**src/rtl/alu_serial_rx_if.sv**
```systemverilog
// Command output bus of the ALU serial receiver: one decoded command per
// valid/ready transfer.
interface alu_serial_rx_if #(parameter int DATA_W = 32);
  logic              cmd_valid;
  logic              cmd_ready;
  logic [DATA_W-1:0] cmd_a;
  logic [DATA_W-1:0] cmd_b;
  logic [2:0]        cmd_op;
  logic [3:0]        cmd_err;

  modport master (output cmd_valid, cmd_a, cmd_b, cmd_op, cmd_err, input cmd_ready);
  modport slave  (input cmd_valid, cmd_a, cmd_b, cmd_op, cmd_err, output cmd_ready);
endinterface

```
**src/rtl/alu_serial_rx.sv**
```systemverilog
// Receive front-end for the ALU serial command protocol: deserializes 11-bit
// frames, assembles A/B/op, checks CRC-4, count, framing and opcode legality.
module alu_serial_rx #(
  parameter int DATA_W      = 32,
  parameter int TIMEOUT_CYC = 64
) (
  input  logic            clk,
  input  logic            rst_n,
  input  logic            sin,
  alu_serial_rx_if.master cmd,
  output logic            busy,
  output logic [7:0]      drop_cnt
);
  localparam int N_BYTES = DATA_W / 8;
  localparam int N_FR    = 2 * N_BYTES;
  localparam int CW      = $clog2(N_FR + 1);
  localparam int GW      = (TIMEOUT_CYC > 0) ? $clog2(TIMEOUT_CYC + 1) : 1;

  typedef enum logic [2:0] {HUNT, RECV, GAP, DONE, WAIT_HIGH} state_t;

  state_t              state;
  logic [3:0]          bit_cnt;
  logic                is_ctl;
  logic [7:0]          sh;
  logic [CW-1:0]       frm_cnt;
  logic [2*DATA_W-1:0] ab;
  logic [3:0]          crc, rx_crc;
  logic [2:0]          rx_op;
  logic                data_err, frame_err;
  logic [GW-1:0]       gap_cnt;

  logic              valid_q;
  logic [DATA_W-1:0] a_q, b_q;
  logic [2:0]        op_q;
  logic [3:0]        err_q;

  logic [3:0] err_res;
  logic       op_ok;

  function automatic logic [3:0] crc_step(input logic [3:0] c, input logic d);
    logic fb;
    fb = c[3] ^ d;
    return {c[2:0], 1'b0} ^ (fb ? 4'b0011 : 4'b0000);
  endfunction

  // Error priority: framing aborts everything; crc only counts with a clean
  // data count; op legality only counts with clean data and crc.
  always_comb begin
    op_ok = (rx_op == 3'b000) || (rx_op == 3'b001) || (rx_op == 3'b100) || (rx_op == 3'b101);
    err_res = 4'b0000;
    if (frame_err)          err_res = 4'b1000;
    else if (data_err)      err_res = 4'b0100;
    else if (rx_crc != crc) err_res = 4'b0010;
    else if (!op_ok)        err_res = 4'b0001;
  end

  always_ff @(posedge clk or negedge rst_n) begin
    if (!rst_n) begin
      state     <= HUNT;
      bit_cnt   <= '0;
      is_ctl    <= 1'b0;
      sh        <= '0;
      frm_cnt   <= '0;
      ab        <= '0;
      crc       <= '0;
      rx_crc    <= '0;
      rx_op     <= '0;
      data_err  <= 1'b0;
      frame_err <= 1'b0;
      gap_cnt   <= '0;
      valid_q   <= 1'b0;
      a_q       <= '0;
      b_q       <= '0;
      op_q      <= '0;
      err_q     <= '0;
      busy      <= 1'b0;
      drop_cnt  <= '0;
    end else begin
      if (valid_q && cmd.cmd_ready) valid_q <= 1'b0;
      case (state)
        HUNT: if (!sin) begin
          state     <= RECV;
          bit_cnt   <= 4'd1;
          busy      <= 1'b1;
          frm_cnt   <= '0;
          ab        <= '0;
          crc       <= '0;
          data_err  <= 1'b0;
          frame_err <= 1'b0;
        end
        GAP: begin
          if (!sin) begin
            state   <= RECV;
            bit_cnt <= 4'd1;
          end else if (TIMEOUT_CYC != 0 && gap_cnt == GW'(TIMEOUT_CYC)) begin
            data_err <= 1'b1;
            state    <= DONE;
          end else begin
            gap_cnt <= gap_cnt + 1'b1;
          end
        end
        RECV: begin
          bit_cnt <= bit_cnt + 4'd1;
          if (bit_cnt == 4'd1) begin
            is_ctl <= sin;
            // the constant '1' between B and op in the CRC stream
            if (sin) crc <= crc_step(crc, 1'b1);
          end else if (bit_cnt <= 4'd9) begin
            sh <= {sh[6:0], sin};
            if (is_ctl ? (bit_cnt >= 4'd3 && bit_cnt <= 4'd5) : (frm_cnt != CW'(N_FR)))
              crc <= crc_step(crc, sin);
          end else begin
            gap_cnt <= '0;
            if (!sin) begin
              frame_err <= 1'b1;
              state     <= DONE;
            end else if (is_ctl) begin
              rx_op  <= sh[6:4];
              rx_crc <= sh[3:0];
              if (frm_cnt != CW'(N_FR)) data_err <= 1'b1;
              state  <= DONE;
            end else begin
              if (frm_cnt == CW'(N_FR)) data_err <= 1'b1;
              else begin
                for (int i = 0; i < N_FR; i++)
                  if (frm_cnt == CW'(i)) ab[(N_FR-1-i)*8 +: 8] <= sh;
                frm_cnt <= frm_cnt + 1'b1;
              end
              state <= GAP;
            end
          end
        end
        DONE: begin
          state <= frame_err ? WAIT_HIGH : HUNT;
          busy  <= 1'b0;
          if (valid_q && !cmd.cmd_ready) begin
            if (drop_cnt != 8'hFF) drop_cnt <= drop_cnt + 8'd1;
          end else begin
            valid_q <= 1'b1;
            err_q   <= err_res;
            a_q     <= frame_err ? '0 : ab[2*DATA_W-1 -: DATA_W];
            b_q     <= frame_err ? '0 : ab[DATA_W-1:0];
            op_q    <= (err_res == 4'b0000) ? rx_op : 3'b000;
          end
        end
        WAIT_HIGH: if (sin) state <= HUNT;
        default: state <= HUNT;
      endcase
    end
  end

  assign cmd.cmd_valid = valid_q;
  assign cmd.cmd_a     = a_q;
  assign cmd.cmd_b     = b_q;
  assign cmd.cmd_op    = op_q;
  assign cmd.cmd_err   = err_q;
endmodule

```
**src/flat_wrapper.sv**
```systemverilog
// flat-port wrapper written by rule: the top's interface ports become plain ports
module alu_serial_rx_flat 
#(
  parameter int DATA_W      = 32,
  parameter int TIMEOUT_CYC = 64
)
  (clk, rst_n, sin, busy, drop_cnt, cmd_cmd_valid, cmd_cmd_a, cmd_cmd_b, cmd_cmd_op, cmd_cmd_err, cmd_cmd_ready);
  alu_serial_rx_if #(.DATA_W(DATA_W)) cmd_i ();
  input  logic clk;
  input  logic rst_n;
  input  logic sin;
  output logic busy;
  output logic [7:0] drop_cnt;
  output wire logic [$bits(cmd_i.cmd_valid)-1:0] cmd_cmd_valid;
  output wire logic [$bits(cmd_i.cmd_a)-1:0] cmd_cmd_a;
  output wire logic [$bits(cmd_i.cmd_b)-1:0] cmd_cmd_b;
  output wire logic [$bits(cmd_i.cmd_op)-1:0] cmd_cmd_op;
  output wire logic [$bits(cmd_i.cmd_err)-1:0] cmd_cmd_err;
  input wire logic [$bits(cmd_i.cmd_ready)-1:0] cmd_cmd_ready;
  assign cmd_cmd_valid = cmd_i.cmd_valid;
  assign cmd_cmd_a = cmd_i.cmd_a;
  assign cmd_cmd_b = cmd_i.cmd_b;
  assign cmd_cmd_op = cmd_i.cmd_op;
  assign cmd_cmd_err = cmd_i.cmd_err;
  assign cmd_i.cmd_ready = cmd_cmd_ready;
  alu_serial_rx #(.DATA_W(DATA_W), .TIMEOUT_CYC(TIMEOUT_CYC)) u_core (.clk(clk), .rst_n(rst_n), .sin(sin), .cmd(cmd_i), .busy(busy), .drop_cnt(drop_cnt));
endmodule
```
**config.mk**
```make
export PLATFORM = sky130hd
export DESIGN_NAME = alu_serial_rx_flat
export DESIGN_NICKNAME = d
export VERILOG_FILES = /design/src/rtl/alu_serial_rx_if.sv /design/src/rtl/alu_serial_rx.sv /design/src/flat_wrapper.sv
export SDC_FILE = /design/constraint.sdc
export NUM_CORES = 1
export LEC_CHECK = 0
export CORE_MARGIN = 1
export CORE_UTILIZATION = 30
export CTS_CLUSTER_SIZE = 28
export DETAILED_ROUTE_END_ITERATION = 10
export MAX_ROUTING_LAYER = met4
export SLEW_MARGIN = 15
export SYNTH_ARGS = -nofsm -noshare
export SYNTH_HDL_FRONTEND = slang
export SYNTH_SLANG_ARGS = --single-unit
```
**constraint.sdc**
```tcl
create_clock -name clk -period 2 [get_ports clk]
set_clock_uncertainty 0.1 [all_clocks]
set_input_delay 0.4 -clock clk [delete_from_list [all_inputs] [get_ports clk]]
set_output_delay 0.4 -clock clk [all_outputs]
set_load 0.1 [all_outputs]
```
# ---- Word-level counts from Yosys, hierarchy flattened
# Index checks and enable logic that the tools add are counted.
dict set report word_totals {
  regBits 185
  word_cells 195
  input_bits 4
}
dict set report classes {
  n_reduce_logical 38
  mux 72
  n_eq_ne 46
  order_cmp 3
  bitwise 6
  n_addsub 4
}
# op n
set op_table {}
lappend op_table {{two-way mux 64 bit} 6}
lappend op_table {{one-hot mux 64 bit (2 select lines)} 1}
lappend op_table {{two-way mux 32 bit} 2}
lappend op_table {{two-way mux 8 bit} 8}
lappend op_table {{AND reduction 8 bit} 8}
lappend op_table {{two-way mux 4 bit} 14}
lappend op_table {{two-way mux 7 bit} 4}
lappend op_table {{two-way mux 3 bit} 9}
lappend op_table {{AND reduction 5 bit} 5}
lappend op_table {{one-hot mux 4 bit (2 select lines)} 3}
lappend op_table {{!= test 2 bit, second input constant} 11}
lappend op_table {{two-way mux 1 bit} 18}
lappend op_table {{!= test 2 x 1 -> 1 bit, second input constant} 9}
lappend op_table {{== test 4 x 3 -> 1 bit, second input constant} 4}
lappend op_table {{one-hot mux 3 bit (5 select lines)} 1}
lappend op_table {{one-hot mux 7 bit (2 select lines)} 1}
lappend op_table {{== test 3 bit, second input constant} 3}
lappend op_table {{!= test 3 x 1 -> 1 bit, second input constant} 3}
lappend op_table {{AND reduction 9 bit} 1}
lappend op_table {{adder 4 x 1 -> 4 bit, second input constant} 2}
lappend op_table {{adder 8 x 1 -> 8 bit, second input constant} 1}
lappend op_table {{== test 4 x 1 -> 1 bit, second input constant} 2}
lappend op_table {{== test 4 x 2 -> 1 bit, second input constant} 2}
lappend op_table {{logical NOT 4 bit} 2}
lappend op_table {{other kinds (29)} 49}

# ---- Longest topological paths before layout
dict set report depth {
  word_depth 10
  ltp_mapped 8
  mapped_depth_nobuf 6
}

# ---- Least setup slack after synthesis
# Ideal clock, no wire load.
dict set report synth_path {
  path_kind {register to register}
  from {reg u_core.drop_cnt[0]}
  to {reg u_core.drop_cnt[1]}
  setup_ns 0.126
  slack_ns -0.371
  t_arrival_ns 2.145
  path_stages_with_launch 5
  n_path_buf 0
  cell_sequence {dfrtp_1 > ha_1 > and3_1 > a211oi_2 > mux2_2}
}
dict set report synth_between {
  elab_chain_len 2
}
# element line_no
set synth_lines {}
lappend synth_lines {{start, declared} alu_serial_rx.sv:12} ;# output logic [7:0] drop_cnt
lappend synth_lines {{start signal, assigned} alu_serial_rx.sv:137} ;# if (drop_cnt != 8'hFF) drop_cnt <= drop_cnt + 8'd1;
lappend synth_lines {{parallel branches: the longest is 2 deep, another holds adder 8 x 1 -> 8 bit} n/a}
# Parallel ways; which one is timed is not known.
# A chain may end at the register's enable or synchronous reset.

# ---- Final worst setup path
dict set report layout_path {
  from {reg u_core.bit_cnt[0]}
  to {reg u_core.crc[1]}
}
dict set report layout_between {
  elab_chain_len 5
}
# element line_no
set layout_lines {}
lappend layout_lines {{start, declared} alu_serial_rx.sv:22} ;# logic [3:0] bit_cnt;
lappend layout_lines {{start signal, assigned} alu_serial_rx.sv:103} ;# bit_cnt <= bit_cnt + 4'd1;
lappend layout_lines {{greater-or-equal comparator 4 x 2 -> 1 bit or <= comparator 4 x 3 -> 1 bit (tied branches)} alu_serial_rx.sv:110} ;# if (is_ctl ? (bit_cnt >= 4'd3 && bit_cnt <= 4'd5) : (frm_cnt != CW'(N_FR)))
lappend layout_lines {{logical AND 1 bit} alu_serial_rx.sv:110}
lappend layout_lines {{two-way mux 1 bit} alu_serial_rx.sv:110}
lappend layout_lines {{!= test 3 x 1 -> 1 bit (no source line)} n/a}
lappend layout_lines {{AND reduction 5 bit (no source line)} n/a}
lappend layout_lines {{end signal, assigned} alu_serial_rx.sv:107} ;# if (sin) crc <= crc_step(crc, 1'b1);
lappend layout_lines {{end signal, assigned} alu_serial_rx.sv:111} ;# crc <= crc_step(crc, sin);
lappend layout_lines {{end, declared} alu_serial_rx.sv:27} ;# logic [3:0] crc, rx_crc;
# Several ways; a longest one is shown, not always the timed one.

==> qor.yml <==
finalCritPeriodShare: 0.9897
ys_top_cells_by_area: "dfrtp_1 58%, nand2_1 9.9%, nand3_1 4.5%"
synthDistinctLibCells: 58
power_density_nw_per_um2: 1150
worstPathRequired_ns: 2.21
ys.flop_type: "dfrtp_1"
critPathKind: "flop to flop"
die_y_um: 165.6
yosys_warnings: 0
fin_nets: 909
drt_wl_total_um: 18890
antenna_found_initial: 0
numPortBuffers: 84
crit_chain: "inv_2 -> ha_4 -> o21ba_4 -> nor2_2 -> or4_4 -> a32o_1"
clk_pin_slew_ns: 0.07
max_slew_margin: 0.6176
grt_pass1_wl_um: 31820
use_met2: 0.2395
cts-htree-levels: 4
die-area_sq_um: 27430
setup_viol: 0
first_pass_iters: 10
drv_slew: 0
placed_cell_area_sq_um: 10480
ys_ff_latch: 185
synth_edf_count: 0
grt_pass1_vias: 6062
wire_per_inst_um: 15.20
fp.dieW_um: 165.6
finalCriticalPeriod_ns: 1.979
tns_ns: 0
mostFrequentLayoutCells: "210 x nand2_1, 175 x dfrtp_1, 89 x buf_12"
max_freq_mhz: 505.2
final_common_cell: "nand2_1"
use_met3: 0.03035
synthCells: 778
fillers: 2465
avgViaCountPerCell: 4.737
critical_path.endpoint_type: "flop"
initial_core_util: 0.3074
cts-root-buf: "clkbuf_16"
r2r_cells: 6
r2r-end: "u_core.crc[1]$_DFFE_PN0P_"
syn_area_per_cell_sq_um: 10.32
critPathMaxFanout: 4
rsz0062_at_grt: "yes"
fin_area_sq_um: 11150
cts_tree: "yes"
syn_area_sq_um: 8033
synth_area_leader_cell: "dfrtp_1"
grt_max_degree: 59
ys_seq_area_frac: 0.5763
leakage_nw: 5.301
area_growth_pct: 38.82
multi_input_area_sq_um: 3184
ys_async_sr_fraction: 1.000
synth_nets: 792
tightest_slew_ns: 0.5736
peakVddDrop_v: 0.0005844
grt.busiest_layer: "met2"
synth_top_area_frac: 0.5763
clk_path_buf_depth: 2
worstReg2RegStart: "u_core.bit_cnt[0]$_DFFE_PN0P_"
hold_path_class: "input port to asynchronous set/reset pin"
worstPathArrival_ns: 2.19
postRouteAntennaNets: 0
slowest_stage: "or4_4"
cp-endpoint: "u_core.crc[1]$_DFFE_PN0P_"
num_vias: 5888
worstSetupStartpointType: "flop"
ff2ff_setup_slack_ns: 0.02
rows: 59
gp_congestion: 0.8567
antenna-diode-count: 0
drc_errors: 17
numCtsBuffers: 17
violations: "design-rule violations"
timing.final.hold_violations: 0
dp_hpwl_um: 13250
grt_util_met1: 0.1918
cp-startpoint: "u_core.bit_cnt[0]$_DFFE_PN0P_"
track_usage: 0.1499
clk_latency_ns: 0.43
drtIter0Drc: 290
clock-sinks: 185
ios: 85
core-area_sq_um: 26130
overflow: 0
cap_violations: 0
regArea_sq_um: 4647
slowest_delay_ns: 0.54
drive_gt1_frac: 0.2522
status: "complete, but fails checks"
[repair_timing]
item | 4_1_cts | 5_1_grt
pin swaps | 3 | 5
setup buffers | 1 | 3
endpoints found under the hold margin | 23 | 0
resized for setup | 10 | 12
endpoints found under the setup margin | 67 | 134
hold buffers | 1 | 0
[metal layers]
| metal | vias to the layer above | wire [um] |
|---|---|---|
| met5 | - | 0 |
| met4 | 0 | 329 |
| met3 | 16 | 539 |
| met2 | 94 | 9187 |
| met1 | 2871 | 8835 |
| li1 | 2907 | - |
[metrics by stage]
| step | worst slack, ns | util | power, W | cells | hold WS, ns |
|---|---|---|---|---|---|
| 2_1_floorplan | -0.03708 | - | 0.007689 | 778 | 0.004409 |
| 3_3_place_gp | -0.3084 | 0.4012 | 0.009482 | 1206 | 0.1932 |
| 3_5_place_dp | -0.3651 | 0.4012 | 0.009550 | 1206 | 0.1976 |
| 4_1_cts | 0.001021 | 0.4245 | 0.01288 | 1240 | 0.3022 |
| 5_1_grt | -0.04854 | 0.4267 | 0.01347 | 1243 | 0.3095 |
| 6_report | 0.02057 | 0.4267 | 0.01282 | 1243 | 0.3144 |
[state kept, by name, summed over array words and instances (netlist names), 3 cells and up]
register and count:
u_core.bit_cnt 4, u_core.cmd.cmd_b 32, u_core.cmd.cmd_err 4, u_core.sh 8, u_core.state 3, u_core.frm_cnt 4
u_core.drop_cnt 8, u_core.rx_op 3, u_core.rx_crc 4, u_core.gap_cnt 7, u_core.cmd.cmd_op 3, u_core.ab 64
u_core.crc 4, u_core.cmd.cmd_a 32
[layout make-up]
cell class              instances  share of cell area
well taps                     335             0.03759
inverters                      23            0.007742
multi-input cells             517              0.2856
clock buffers                  18             0.03849
flip-flops and latches        185              0.4167
repair buffers                151              0.2029
clock inverters                14             0.01100
[synthesized netlist by cell type (2+ instances only)]
cell	number
nand2_1	211
dfrtp_1	185
nand3_1	73
o2bb2ai_1	41
clkbuf_1	32
inv_1	23
mux2i_1	18
nor2_1	14
a32o_1	12
buf_1	12
nor3_1	11
ha_1	10
mux2_2	10
xnor2_1	10
a22o_1	9
and3_1	9
o21ai_0	9
a21oi_1	7
xor2_1	7
buf_4	6
nand2b_1	6
nor2b_1	6
nand4_1	5
o31ai_1	4
a22oi_1	3
and2_1	3
nor3b_1	3
nor4_1	3
a211oi_1	2
a21o_1	2
and4_1	2
buf_6	2
nand3b_1	2
nor4bb_1	2
[report_power, final]
group	switching, W	internal (W)	total (W)
Sequential	0.000789	0.00424	0.00502
Combinational	0.00276	0.00183	0.00459
Clock	0.00148	0.00172	0.00320
[kinds of logic after synthesis]
family	share of synthesized area
mux	0.03645
simple gates	0.2064
fa+ha+maj	0.01558
xor+xnor	0.02134
compound gates	0.1036
flops	0.5763
buf+inv	0.04034
[worst max-delay path, delay by kind of cell, from the launching register on]
family	cells	cell delay, ns
AND/OR/NAND/NOR	2	0.59
AO/OA/AOI/OAI	2	0.47
flip-flops	1	0.45
adder cells (fa/ha/maj)	1	0.15
buffers and inverters	1	0.09
[worst min path at each step]
stage	cells after the start	slack (ns)	to
global route	2	0.31	u_core.cmd.cmd_b[22]$_DFFE_PN0P_
global placement	1	0.19	u_core.cmd.cmd_op[1]$_DFFE_PN0P_
detailed placement	1	0.20	u_core.cmd.cmd_b[20]$_DFFE_PN0P_
floorplan	0	0.004	u_core.ab[0]$_DFFE_PN0P_
finish	2	0.31	u_core.cmd.cmd_b[20]$_DFFE_PN0P_
CTS	2	0.30	u_core.cmd.cmd_b[19]$_DFFE_PN0P_
No activity file was read; power rests on OpenSTA's default activity.
